--- config.mk ---
export PLATFORM = sky130hd
export DESIGN_NAME = pipe_sequencer
export DESIGN_NICKNAME = d
export VERILOG_FILES = /design/src/rtl/pipe_sequencer.sv
export SDC_FILE = /design/constraint.sdc
export NUM_CORES = 1
export LEC_CHECK = 0
export ABC_AREA = 0
export CORE_ASPECT_RATIO = 1.5
export CORE_UTILIZATION = 40
export DETAILED_ROUTE_END_ITERATION = 16
export HOLD_SLACK_MARGIN = 0.08
export PLACE_DENSITY = 0.72
export SLEW_MARGIN = 5
export SYNTH_ARGS = -nofsm -noshare
export SYNTH_HDL_FRONTEND = slang
export SYNTH_SLANG_ARGS = --single-unit
--- constraint.sdc ---
create_clock -name clk -period 5 [get_ports clk]
set_input_delay 0.5 -clock clk [delete_from_list [all_inputs] [get_ports clk]]
set_output_delay 0.5 -clock clk [all_outputs]
set_load 0.005 [all_outputs]
--- src/rtl/pipe_sequencer.sv ---
// -----------------------------------------------------------------------------
// pipe_sequencer
//   Moves microinstructions from decode (stage 2) through stages 3, 4 and 5.
//   It drives the C/T control words used by the hazard/branch-notify unit and
//   owns the fetch PC. It inserts bubbles while HOLD is asserted and flushes
//   on a taken branch. It also keeps a saturating count of stall cycles and
//   raises a sticky flag when HOLD persists long enough to indicate deadlock.
//
// Ports
//   clk              in   rising-edge clock
//   rst              in   asynchronous reset, active-high
//   hold_i           in   HOLD request from hazard unit (combinational)
//   branch_take_i    in   taken branch resolved this cycle
//   branch_target_i  in   PC_W  target PC for a taken branch
//   v2_i             in   stage-2 microinstruction valid
//   c2_i             in   6     stage-2 destination field C
//   t2_i             in   7     stage-2 T bits
//   pc_o             out  PC_W  fetch address (registered)
//   fetch_en_o       out  fetch/decode may accept a new word (from state)
//   stall_o          out  freeze stage 2 and PC (combinational)
//   flush_o          out  kill stage-2 contents (registered pulse)
//   c3_o..c5_o       out  6     stage 3/4/5 C fields (registered)
//   t3_o..t5_o       out  7     stage 3/4/5 T fields, 0 = bubble (registered)
//   state_o          out  2     00 RUN, 01 HOLD, 10 FLUSH (registered)
//   stall_cnt_o      out  CNT_W saturating HOLD-stall cycle count (registered)
//   hold_err_o       out  sticky deadlock flag (registered)
// -----------------------------------------------------------------------------
module pipe_sequencer #(
  parameter int PC_W      = 8,
  parameter int FLUSH_CYC = 1,
  parameter int MAX_HOLD  = 16,
  parameter int CNT_W     = 16
) (
  input  logic             clk,
  input  logic             rst,
  input  logic             hold_i,
  input  logic             branch_take_i,
  input  logic [PC_W-1:0]  branch_target_i,
  input  logic             v2_i,
  input  logic [5:0]       c2_i,
  input  logic [6:0]       t2_i,
  output logic [PC_W-1:0]  pc_o,
  output logic             fetch_en_o,
  output logic             stall_o,
  output logic             flush_o,
  output logic [5:0]       c3_o,
  output logic [5:0]       c4_o,
  output logic [5:0]       c5_o,
  output logic [6:0]       t3_o,
  output logic [6:0]       t4_o,
  output logic [6:0]       t5_o,
  output logic [1:0]       state_o,
  output logic [CNT_W-1:0] stall_cnt_o,
  output logic             hold_err_o
);

  // The flush counter holds the remaining FLUSH cycles minus one. It therefore
  // needs $clog2(FLUSH_CYC) bits, and at least one bit.
  localparam int FC_W = (FLUSH_CYC > 1) ? $clog2(FLUSH_CYC) : 1;
  // The hold-run counter must be able to represent MAX_HOLD itself.
  localparam int HR_W = $clog2(MAX_HOLD + 1);

  localparam logic [FC_W-1:0]  FC_LOAD = FC_W'(FLUSH_CYC - 1);
  localparam logic [HR_W-1:0]  HR_MAX  = HR_W'(MAX_HOLD);
  localparam logic [CNT_W-1:0] CNT_MAX = {CNT_W{1'b1}};

  typedef enum logic [1:0] {
    ST_RUN   = 2'b00,
    ST_HOLD  = 2'b01,
    ST_FLUSH = 2'b10
  } state_t;

  state_t           r_state;
  state_t           w_state_nxt;

  logic [PC_W-1:0]  r_pc;
  logic [PC_W-1:0]  w_pc_nxt;
  logic [5:0]       r_c3;
  logic [5:0]       r_c4;
  logic [5:0]       r_c5;
  logic [6:0]       r_t3;
  logic [6:0]       r_t4;
  logic [6:0]       r_t5;
  logic [5:0]       w_c3_nxt;
  logic [6:0]       w_t3_nxt;
  logic             r_flush;
  logic             w_flush_nxt;
  logic [FC_W-1:0]  r_flush_cnt;
  logic [FC_W-1:0]  w_flush_cnt_nxt;
  logic [CNT_W-1:0] r_stall_cnt;
  logic [CNT_W-1:0] w_stall_cnt_nxt;
  logic [HR_W-1:0]  r_hold_run;
  logic [HR_W-1:0]  w_hold_run_nxt;
  logic             r_hold_err;
  logic             w_hold_err_nxt;

  // FSM state register
  always_ff @(posedge clk or posedge rst) begin
    if (rst) begin
      r_state <= ST_RUN;
    end else begin
      r_state <= w_state_nxt;
    end
  end

  // FSM next state: branch outranks hold, and FLUSH ignores hold entirely
  always_comb begin
    w_state_nxt = r_state;
    if (branch_take_i) begin
      w_state_nxt = ST_FLUSH;
    end else begin
      case (r_state)
        ST_RUN, ST_HOLD: begin
          if (hold_i) begin
            w_state_nxt = ST_HOLD;
          end else begin
            w_state_nxt = ST_RUN;
          end
        end
        ST_FLUSH: begin
          if (r_flush_cnt == '0) begin
            w_state_nxt = ST_RUN;
          end else begin
            w_state_nxt = ST_FLUSH;
          end
        end
        default: begin
          // An illegal encoding recovers to RUN. This cycle still produces a bubble.
          w_state_nxt = ST_RUN;
        end
      endcase
    end
  end

  // Datapath next values: stage-3 load, PC, flush pulse, stall and watchdog counters
  always_comb begin
    w_pc_nxt        = r_pc;
    w_c3_nxt        = 6'd0;
    w_t3_nxt        = 7'd0;
    w_flush_nxt     = 1'b0;
    w_flush_cnt_nxt = r_flush_cnt;
    w_stall_cnt_nxt = r_stall_cnt;
    w_hold_run_nxt  = '0;
    w_hold_err_nxt  = r_hold_err;
    if (branch_take_i) begin
      // Redirect fetch and restart the FLUSH window. The stage-3 slot becomes a bubble.
      w_pc_nxt        = branch_target_i;
      w_flush_nxt     = 1'b1;
      w_flush_cnt_nxt = FC_LOAD;
    end else begin
      case (r_state)
        ST_RUN, ST_HOLD: begin
          if (hold_i) begin
            // Stage 2 and the PC are frozen externally through stall_o. Stage 3 gets a bubble.
            if (r_stall_cnt != CNT_MAX) begin
              w_stall_cnt_nxt = r_stall_cnt + CNT_W'(1);
            end else begin
              w_stall_cnt_nxt = r_stall_cnt;
            end
            if (r_hold_run != HR_MAX) begin
              w_hold_run_nxt = r_hold_run + HR_W'(1);
            end else begin
              w_hold_run_nxt = r_hold_run;
            end
            if (w_hold_run_nxt == HR_MAX) begin
              w_hold_err_nxt = 1'b1;
            end else begin
              w_hold_err_nxt = r_hold_err;
            end
          end else begin
            if (v2_i) begin
              w_c3_nxt = c2_i;
              w_t3_nxt = t2_i;
              w_pc_nxt = r_pc + PC_W'(1);
            end else begin
              w_c3_nxt = 6'd0;
              w_t3_nxt = 7'd0;
            end
          end
        end
        ST_FLUSH: begin
          // Stage-2 content is dead and hold is ignored, so only the window counts down.
          if (r_flush_cnt != '0) begin
            w_flush_cnt_nxt = r_flush_cnt - FC_W'(1);
          end else begin
            w_flush_cnt_nxt = r_flush_cnt;
          end
        end
        default: begin
          w_flush_cnt_nxt = '0;
        end
      endcase
    end
  end

  // Datapath registers. Stages 4 and 5 shift every cycle so writers always drain.
  always_ff @(posedge clk or posedge rst) begin
    if (rst) begin
      r_pc        <= '0;
      r_c3        <= 6'd0;
      r_c4        <= 6'd0;
      r_c5        <= 6'd0;
      r_t3        <= 7'd0;
      r_t4        <= 7'd0;
      r_t5        <= 7'd0;
      r_flush     <= 1'b0;
      r_flush_cnt <= '0;
      r_stall_cnt <= '0;
      r_hold_run  <= '0;
      r_hold_err  <= 1'b0;
    end else begin
      r_pc        <= w_pc_nxt;
      r_c5        <= r_c4;
      r_t5        <= r_t4;
      r_c4        <= r_c3;
      r_t4        <= r_t3;
      r_c3        <= w_c3_nxt;
      r_t3        <= w_t3_nxt;
      r_flush     <= w_flush_nxt;
      r_flush_cnt <= w_flush_cnt_nxt;
      r_stall_cnt <= w_stall_cnt_nxt;
      r_hold_run  <= w_hold_run_nxt;
      r_hold_err  <= w_hold_err_nxt;
    end
  end

  // stall_o is asserted in both RUN and HOLD. The held word must stay frozen
  // for the whole HOLD episode, and not only on its first cycle.
  assign stall_o     = hold_i & (r_state != ST_FLUSH) & ~branch_take_i;
  assign fetch_en_o  = (r_state != ST_FLUSH);
  assign pc_o        = r_pc;
  assign flush_o     = r_flush;
  assign c3_o        = r_c3;
  assign c4_o        = r_c4;
  assign c5_o        = r_c5;
  assign t3_o        = r_t3;
  assign t4_o        = r_t4;
  assign t5_o        = r_t5;
  assign state_o     = r_state;
  assign stall_cnt_o = r_stall_cnt;
  assign hold_err_o  = r_hold_err;

endmodule
==> results of run 1 <==
[flip-flops by register name, summed over array words and instances (netlist names)]
register / cells
c4_o: 6
flush_o: 1
hold_err_o: 1
c3_o: 6
t5_o: 7
t4_o: 7
r_hold_run: 5
c5_o: 6
t3_o: 7
state_o: 1
pc_o: 8
stall_cnt_o: 16
[cells by family after synthesis]
| kind of cell | Yosys count | share of synthesized area (%) |
|---|---|---|
| compound gates | 16 | 3.67 |
| xor+xnor | 24 | 7.81 |
| fa+ha+maj | 4 | 1.86 |
| buf+inv | 12 | 2.60 |
| flops | 71 | 66.0 |
| mux | 2 | 0.929 |
| simple gates | 82 | 17.1 |
[layer usage]
layer	track usage (%)	wire, µm
met1	21.8	2280
met2	27.7	2920
met3	6.14	271
met4	9.89	167
met5	0	0
[synth_stat cells, drive strengths merged]
library cell / instances / area, µm²
a21oi: 1 / 5.00
a41o: 1 / 10.0
and2: 15 / 93.8
and3: 1 / 6.26
and3b: 1 / 8.76
and4: 1 / 8.76
buf: 4 / 35.0
clkbuf: 2 / 7.51
clkinv: 1 / 8.76
dfrtp: 71 / 1780
ha: 4 / 50.1
inv: 5 / 18.8
mux2: 1 / 15.0
mux2i: 1 / 10.0
nand2: 16 / 60.1
nand2b: 1 / 6.26
nand3: 11 / 60.1
nand3b: 1 / 7.51
nand4: 10 / 62.6
nor2: 11 / 41.3
nor3: 4 / 20.0
nor3b: 2 / 15.0
nor4: 5 / 46.3
o211ai: 1 / 7.51
o21ai: 13 / 76.3
or3b: 2 / 17.5
or4: 1 / 7.51
xnor2: 16 / 140
xor2: 8 / 70.1
[worst paths after layout]
check                      cells after the start                       start                    endpoint  slack [ns]
max in group asynchronous                      3                         rst         pc_o[4]$_DFFE_PP0P_        3.49
min reg2reg                                    0           t3_o[4]$_DFF_PP0_           t4_o[4]$_DFF_PP0_        0.37
min in group asynchronous                      2                         rst           c5_o[2]$_DFF_PP0_        0.55
max reg2reg                                    4  stall_cnt_o[5]$_DFFE_PP0P_  stall_cnt_o[8]$_DFFE_PP0P_        2.96
min                                            0           t3_o[4]$_DFF_PP0_           t4_o[4]$_DFF_PP0_        0.37
max                                            3               branch_take_i                     stall_o        2.47
[metrics by stage]
step	area (µm²)	instances	utilization (%)	total power [W]
final	3920	392	60.4	0.00129
after global routing	3920	392	60.4	0.00135
after CTS	3920	392	60.4	0.00131
after detailed placement	3690	376	56.9	0.000808
after global placement	3690	376	56.9	0.000806
after floorplan	2690	211	-	0.000709
[worst reg2reg max path: stages, from the launching register on]
cell,delay (ns)
sky130_fd_sc_hd__dfrtp_1,0.45
sky130_fd_sc_hd__nand4_1,0.43
sky130_fd_sc_hd__nor4_1,0.71
sky130_fd_sc_hd__nor4_1,0.15
sky130_fd_sc_hd__xor2_1,0.18
[report_power, final]
| part | internal [W] | leakage [nW] | switching [W] |
|---|---|---|---|
| logic | 0.0000959 | 0.636 | 0.0000550 |
| registers | 0.000604 | 0.962 | 0.0000420 |
| clock network | 0.000284 | 0.107 | 0.000214 |
[area by class of cell]
type | instances | area share (%)
clock buffers | 10 | 3.26
inverters | 6 | 0.703
clock inverters | 6 | 2.40
flip-flops and latches | 71 | 45.4
multi-input cells | 128 | 21.6
well taps | 76 | 2.43
repair buffers | 95 | 24.2
==> summary.md, run 1 <==
95 I/O pins were placed. By startpoint and endpoint, the worst setup path is classified as in -> out. The count of nets left with antenna violations after detail routing came out at 0. The source-to-sink clock delay at the later pin of the worst-skew pair is 0.34 ns. Number of clock sinks: 71. The top cell types in the final layout, fill and taps aside, are sky130_fd_sc_hd__clkdlybuf4s50_1 (94), sky130_fd_sc_hd__dfrtp_1 (71), sky130_fd_sc_hd__xnor2_1 (16), sky130_fd_sc_hd__nand2_1 (16), sky130_fd_sc_hd__and2_1 (15). The maximum clock skew at final layout is 0.00946 ns.

The cell family contributing the most delay on the critical path is buffers and inverters. The floorplan step defined a die boundary enclosing 7070 µm². The flow ran to the end, and the final reports show no timing, DRC or antenna violations. The logs give 0 for the count of hold-fix buffers inserted at cts and 36 for the post-synthesis cell type count.

Global routing finished with a remaining overflow of 0. Setup violations remaining at the end of the flow were counted as 0. The run gives 395 MHz as the achievable clock frequency. The number of global-route vias before repair came out at 1869.

The tools report the buffer type at the clock tree root as sky130_fd_sc_hd__clkbuf_8. The synthesized design contains 71 register bits. The footprint of the multi-input gates is 846 µm², and the number of violations reported at the end of detailed-routing iteration 0 is 111. The logs give 1780 µm² for the area of all sequential standard cells and 2.25 ns for the worst setup slack after placement. Setup repair after global routing left no endpoint under its margin. The type of element capturing the critical path was a primary output. TritonCTS built the clock tree. The number of buffers on the longest clock path is 2, and the data arrival time at the worst-slack endpoint is 2.03 ns. Power spread over the standard cell area amounts to 331 nW/µm². The tools report the iteration count of the initial detailed-routing pass as 4. The routed design has 5640 µm of wire. The H-tree was split into 3 levels. The number of inserted diodes is 0. The tools report the number of max-slew violations in the final report as 0. The count of yosys warnings during synthesis was 0; the cell count after synthesis was 211. Data on the critical path is required at its endpoint by 4.50 ns. In this run the core area contains 36 standard-cell rows. The die width works out to 69.0 µm. In this run the post-CTS setup repair buffer count came out at 0. Across all layers, the routed design uses 1912 vias.

IR analysis of the VDD net gives a maximum drop of 197 µV. The routed design could run at a clock period as short as 2.53 ns. The count of maximum capacitance violations came out at 0. The most common cell after layout, fill and taps aside is sky130_fd_sc_hd__clkdlybuf4s50_1. Number of filler cells placed in the layout: 554.

Together, buffers and inverters on the worst path number 2. In this run the static leakage power is 1.71 nW. The post-cts gate resize count is 0. Clock-pin slew was measured on the worst setup and hold paths at 0.08 ns. The mapped netlist covers 2690 µm². The number of antenna violations at the first check in global routing was 0; the maximum number of pins on one net before global-route repair was 41. In the final layout, the share of cells above drive strength 1 is 7.28%.

Routed via count divided by cell count: 4.88. Among the stages of the critical path, the cell type that occurs most often is sky130_fd_sc_hd__clkdlybuf4s50_1. Along the worst path, the maximum fanout reaches 20.

The final worst-path cycle share was 50.7%. The count of input and output buffers was 94; the total DRC errors in the routed layout was 0. Worst path setup slack after routing: 2.47 ns. In this run the tightest slew margin relative to its limit is 51.2%.

In this run the vertical extent of the chip is 102 µm. The post-detailed-route wirelength per cell is 14.4 µm. Among all stages on the critical path, the largest delay is contributed by sky130_fd_sc_hd__clkdlybuf4s50_1. Worst hold path class: reg -> reg. The transition time at the pin with the least slew margin is 0.731 ns, and the final sum of negative setup slack is 0 ns. The worst-case hold slack is 0.373 ns, and the biggest cell delay along the critical path is 0.70 ns.

Compared with the post-synthesis result, the final layout area differs by 45.4%. Dividing the synthesized area by the synthesized cell count gives 12.8 µm². The overall global routing resource usage is 18.0%. The final estimated routing congestion in global placement was 0.788. The total area inside the core boundary comes to 6490 µm². The initial cell density of the core is 41.5%. The first global-routing pass estimated 8850 µm of wire. Synthesis produced a netlist with a net count of 241. The final hold violation count is 0. At the end of the flow, the number of nets in the layout was 341.

Summing the sequential cell areas from Yosys gives 66.0% of the chip area. Detailed placement finished with a half-perimeter wire length of 4120 µm. Buffers inserted during clock tree synthesis total 9. Startpoint kind of the worst setup timing path: an input port. The critical path goes through clkdlybuf4s50_1 > and3b_1 > clkdlybuf4s50_1.
Power figures use the tool's default switching activity.
==> run 2: changes to the inputs <==
Settings changed: PLACE_DENSITY 0.72 to 0.75.
Clock period 5 ns to 2.1 ns, I/O delays scaled along.
==> run 2 against run 1 <==
  * Global-route usage increased by 0.64 points
  * Clock skew decreased by 0.0041 ns
  * Final area increased by 1.9%
  * Total power increased by 140%
  * Worst hold slack got worse by 0.12 ns
  * Utilization grew 1.1 points
  * Critical path depth up 3
  * Sequential cell count did not move
  * Combinational power rose to 2.8 times the previous value
  * Sequential power is 140% higher
  * Clock power grew 120%
  * Clock-buffer cell count unchanged
==> summary.md, run 2 (same netlist as run 1, synthesis figures left out) <==
The flow ran to the end, and the final reports show no timing, DRC or antenna violations. Achievable clock frequency: 532 MHz. In the layout the commonest cells are sky130_fd_sc_hd__clkdlybuf4s50_1 (94), sky130_fd_sc_hd__dfrtp_1 (71), sky130_fd_sc_hd__xnor2_1 (16), sky130_fd_sc_hd__nand2_1 (16), sky130_fd_sc_hd__and2_1 (15). Die width: 69.0 µm. The area growth from synthesis to layout is 48.1%. The worst reg2reg path depth was 6; the overall global routing resource usage was 18.6%. The global-route congestion overflow total came out at 0.

After detailed routing, the number of vias per cell comes to 4.84. For this block, the initial DRC count from the detailed router was 84. Across the run, the number of max-cap violations was 0. The final layout contains 351 nets.

Setup violations remaining at the end of the flow were counted as 0. The post-route netlist has 10.4% of its cells at a drive strength greater than 1. The logs give 72 for the maximum number of pins on one net before global-route repair and 0 for the number of max-slew violations in the final report. The layout has 546 filler cells. The clock period minus final worst setup slack was 1.88 ns.

CTS saw 71 sinks. The run gives 580 µV as the peak ir drop on the vdd network. The type of element capturing the critical path was a flip-flop.

Once layout is complete, the utilization of the core stands at 61.5%. Dividing the detail-routed wire length by the instance count gives 14.5 µm. The initial utilization of the core area, before any placement, comes to 41.5%. The routed wire length is 5830 µm. In this run the worst hold path is classified as in -> async.

The number of antenna violations at the first check in global routing was 0; the number of inserted diodes was 0. The clock arrives with 0.00536 ns of skew. From bottom edge to top edge, the die measures 102 µm. In this run the static leakage power is 1.75 nW.

Biggest cell delay along the critical path: 0.49 ns. The tools report the worst path required time as 2.36 ns. The first global-routing pass estimated 9380 µm of wire. The worst register-to-register path begins at stall_cnt_o[1]$_DFFE_PP0P_.

The tools report the headroom to the max-slew limit as 58.1%. Setup repair after global routing left no endpoint under its margin. Dividing total power by cell area gives a power density of 765 nW/µm².

The number of hold buffers added after CTS was 0. Walking the worst path, the cells encountered are ha_1 > nand2_1 > or4_1 > buf_4 > o211ai_1 > xnor2_1. The register with the most flip-flops in the layout has 16 of them.

The via count of the routed design came out at 1945. The startpoint kind of the worst setup timing path was a flip-flop. The floorplan step defined a die boundary enclosing 7070 µm². For the number of buffers on the longest clock path, the log shows 2. The tools report the total setup buffers inserted after CTS as 0.

The clock reaches the later pin of the worst-skew pair after 0.34 ns. In this run the standard cell core region covers 6490 µm². The worst-case register-to-register setup slack is 0.22 ns. The slowest stage of the critical path belongs to the cell sky130_fd_sc_hd__or4_1.

Port buffering added 94 buffers. The number of CTS-inserted buffers is 9. In this run, post-CTS repair resized a total of 0 instances.

The tools report the final estimated routing congestion in global placement as 0.821. Clock tree synthesis selected as its root buffer the cell sky130_fd_sc_hd__clkbuf_8. Summed over all nets, the half-perimeter wirelength after detailed placement is 4260 µm. The largest delay contributor family on the critical path is simple AND/OR/NAND/NOR gates.

CTS built an H-tree with a depth of 3. Pin placement for this block handled 95 I/O pins. Of all nets on the critical path, the largest fanout is 7. TritonCTS built the clock tree. The run gives 0 as the count of nets left with antenna violations after detail routing.

The first TritonRoute pass finished after 4 iterations. Of the available clock period, the critical path in the final layout requires 89.5%. The number of buffers and inverters on the critical path was 1. The tools report the number of global-route vias before repair as 1911. Leaving out fill and tap cells, the most frequent cell in the layout is sky130_fd_sc_hd__clkdlybuf4s50_1. The cell row count is 36, and the transition time at the pin with the least slew margin is 0.623 ns.

The terminus of the critical flop-to-flop path is stall_cnt_o[5]$_DFFE_PP0P_. Data arrival time at the worst-slack endpoint: 2.14 ns. The tools report the final hold violation count as 0. The clock transition at the registers of the reported paths is 0.08 ns. In the routed design, unresolved DRC markers number 0. Worst setup path category: reg -> reg.

After routing, the total negative slack on setup checks comes to 0 ns.
run 2: routing by layer:
| metal | vias to the layer above | global-route usage [%] | wire, µm |
|---|---|---|---|
| li1 | 932 | - | - |
| met1 | 939 | 22.0 | 2290 |
| met2 | 62 | 30.6 | 3100 |
| met3 | 12 | 4.46 | 279 |
| met4 | 0 | 9.89 | 160 |
| met5 | - | 0 | 0 |
run 2: worst register-to-register path: stages, from the launching register on:
cell and delay, ns:
sky130_fd_sc_hd__dfrtp_1 0.44, sky130_fd_sc_hd__ha_1 0.22, sky130_fd_sc_hd__nand2_1 0.08, sky130_fd_sc_hd__or4_1 0.49, sky130_fd_sc_hd__buf_4 0.20, sky130_fd_sc_hd__o211ai_1 0.22
sky130_fd_sc_hd__xnor2_1 0.15
run 2: final cells by class:
class / instances / area (µm²) / area share [%]
Sequential cell: 71 / 1780 / 44.6
Timing Repair Buffer: 105 / 1040 / 26.0
Multi-Input combinational cell: 128 / 846 / 21.2
Clock buffer: 10 / 138 / 3.45
Tap cell: 76 / 95.1 / 2.38
Clock inverter: 6 / 68.8 / 1.73
Inverter: 6 / 27.5 / 0.690
run 2: power breakdown:
part           leakage, nW  internal (W)  switching (W)
sequential           0.962       0.00144      0.0000800
clock                0.103      0.000587       0.000520
combinational        0.689      0.000262       0.000166
total                 1.75       0.00229       0.000766
run 2: stage by stage:
stage               power (W)  area [µm²]  instances  setup slack [ns]  hold WS [ns]
CTS                   0.00308        3990        402             0.222         0.263
finish                0.00305        3990        402             0.221         0.250
global route          0.00320        3990        402            0.0706         0.302
detailed placement    0.00198        3780        386            0.0884         0.359
global placement      0.00197        3780        386             0.127         0.356
floorplan             0.00169        2690        211            0.0934         0.241
run 2: how the worst max path moves through the flow:
| stage | start | to | slack (ns) | depth (start not counted) |
|---|---|---|---|---|
| 6_report | stall_cnt_o[1]$_DFFE_PP0P_ | stall_cnt_o[5]$_DFFE_PP0P_ | 0.22 | 6 |
| 5_1_grt | stall_cnt_o[1]$_DFFE_PP0P_ | stall_cnt_o[5]$_DFFE_PP0P_ | 0.07 | 6 |
| 2_1_floorplan | rst | c3_o[0]$_DFF_PP0_ | 0.09 | 1 |
| 3_3_place_gp | hold_i | stall_cnt_o[15]$_DFFE_PP0P_ | 0.13 | 5 |
| 4_1_cts | stall_cnt_o[1]$_DFFE_PP0P_ | stall_cnt_o[5]$_DFFE_PP0P_ | 0.22 | 6 |
| 3_5_place_dp | hold_i | stall_cnt_o[15]$_DFFE_PP0P_ | 0.09 | 5 |
==> run 3: changes to the inputs <==
Settings changed: GPL_TIMING_DRIVEN set to 1.
==> results of run 3 <==
Final layout, timing and power as in run 2 (identical DEF).
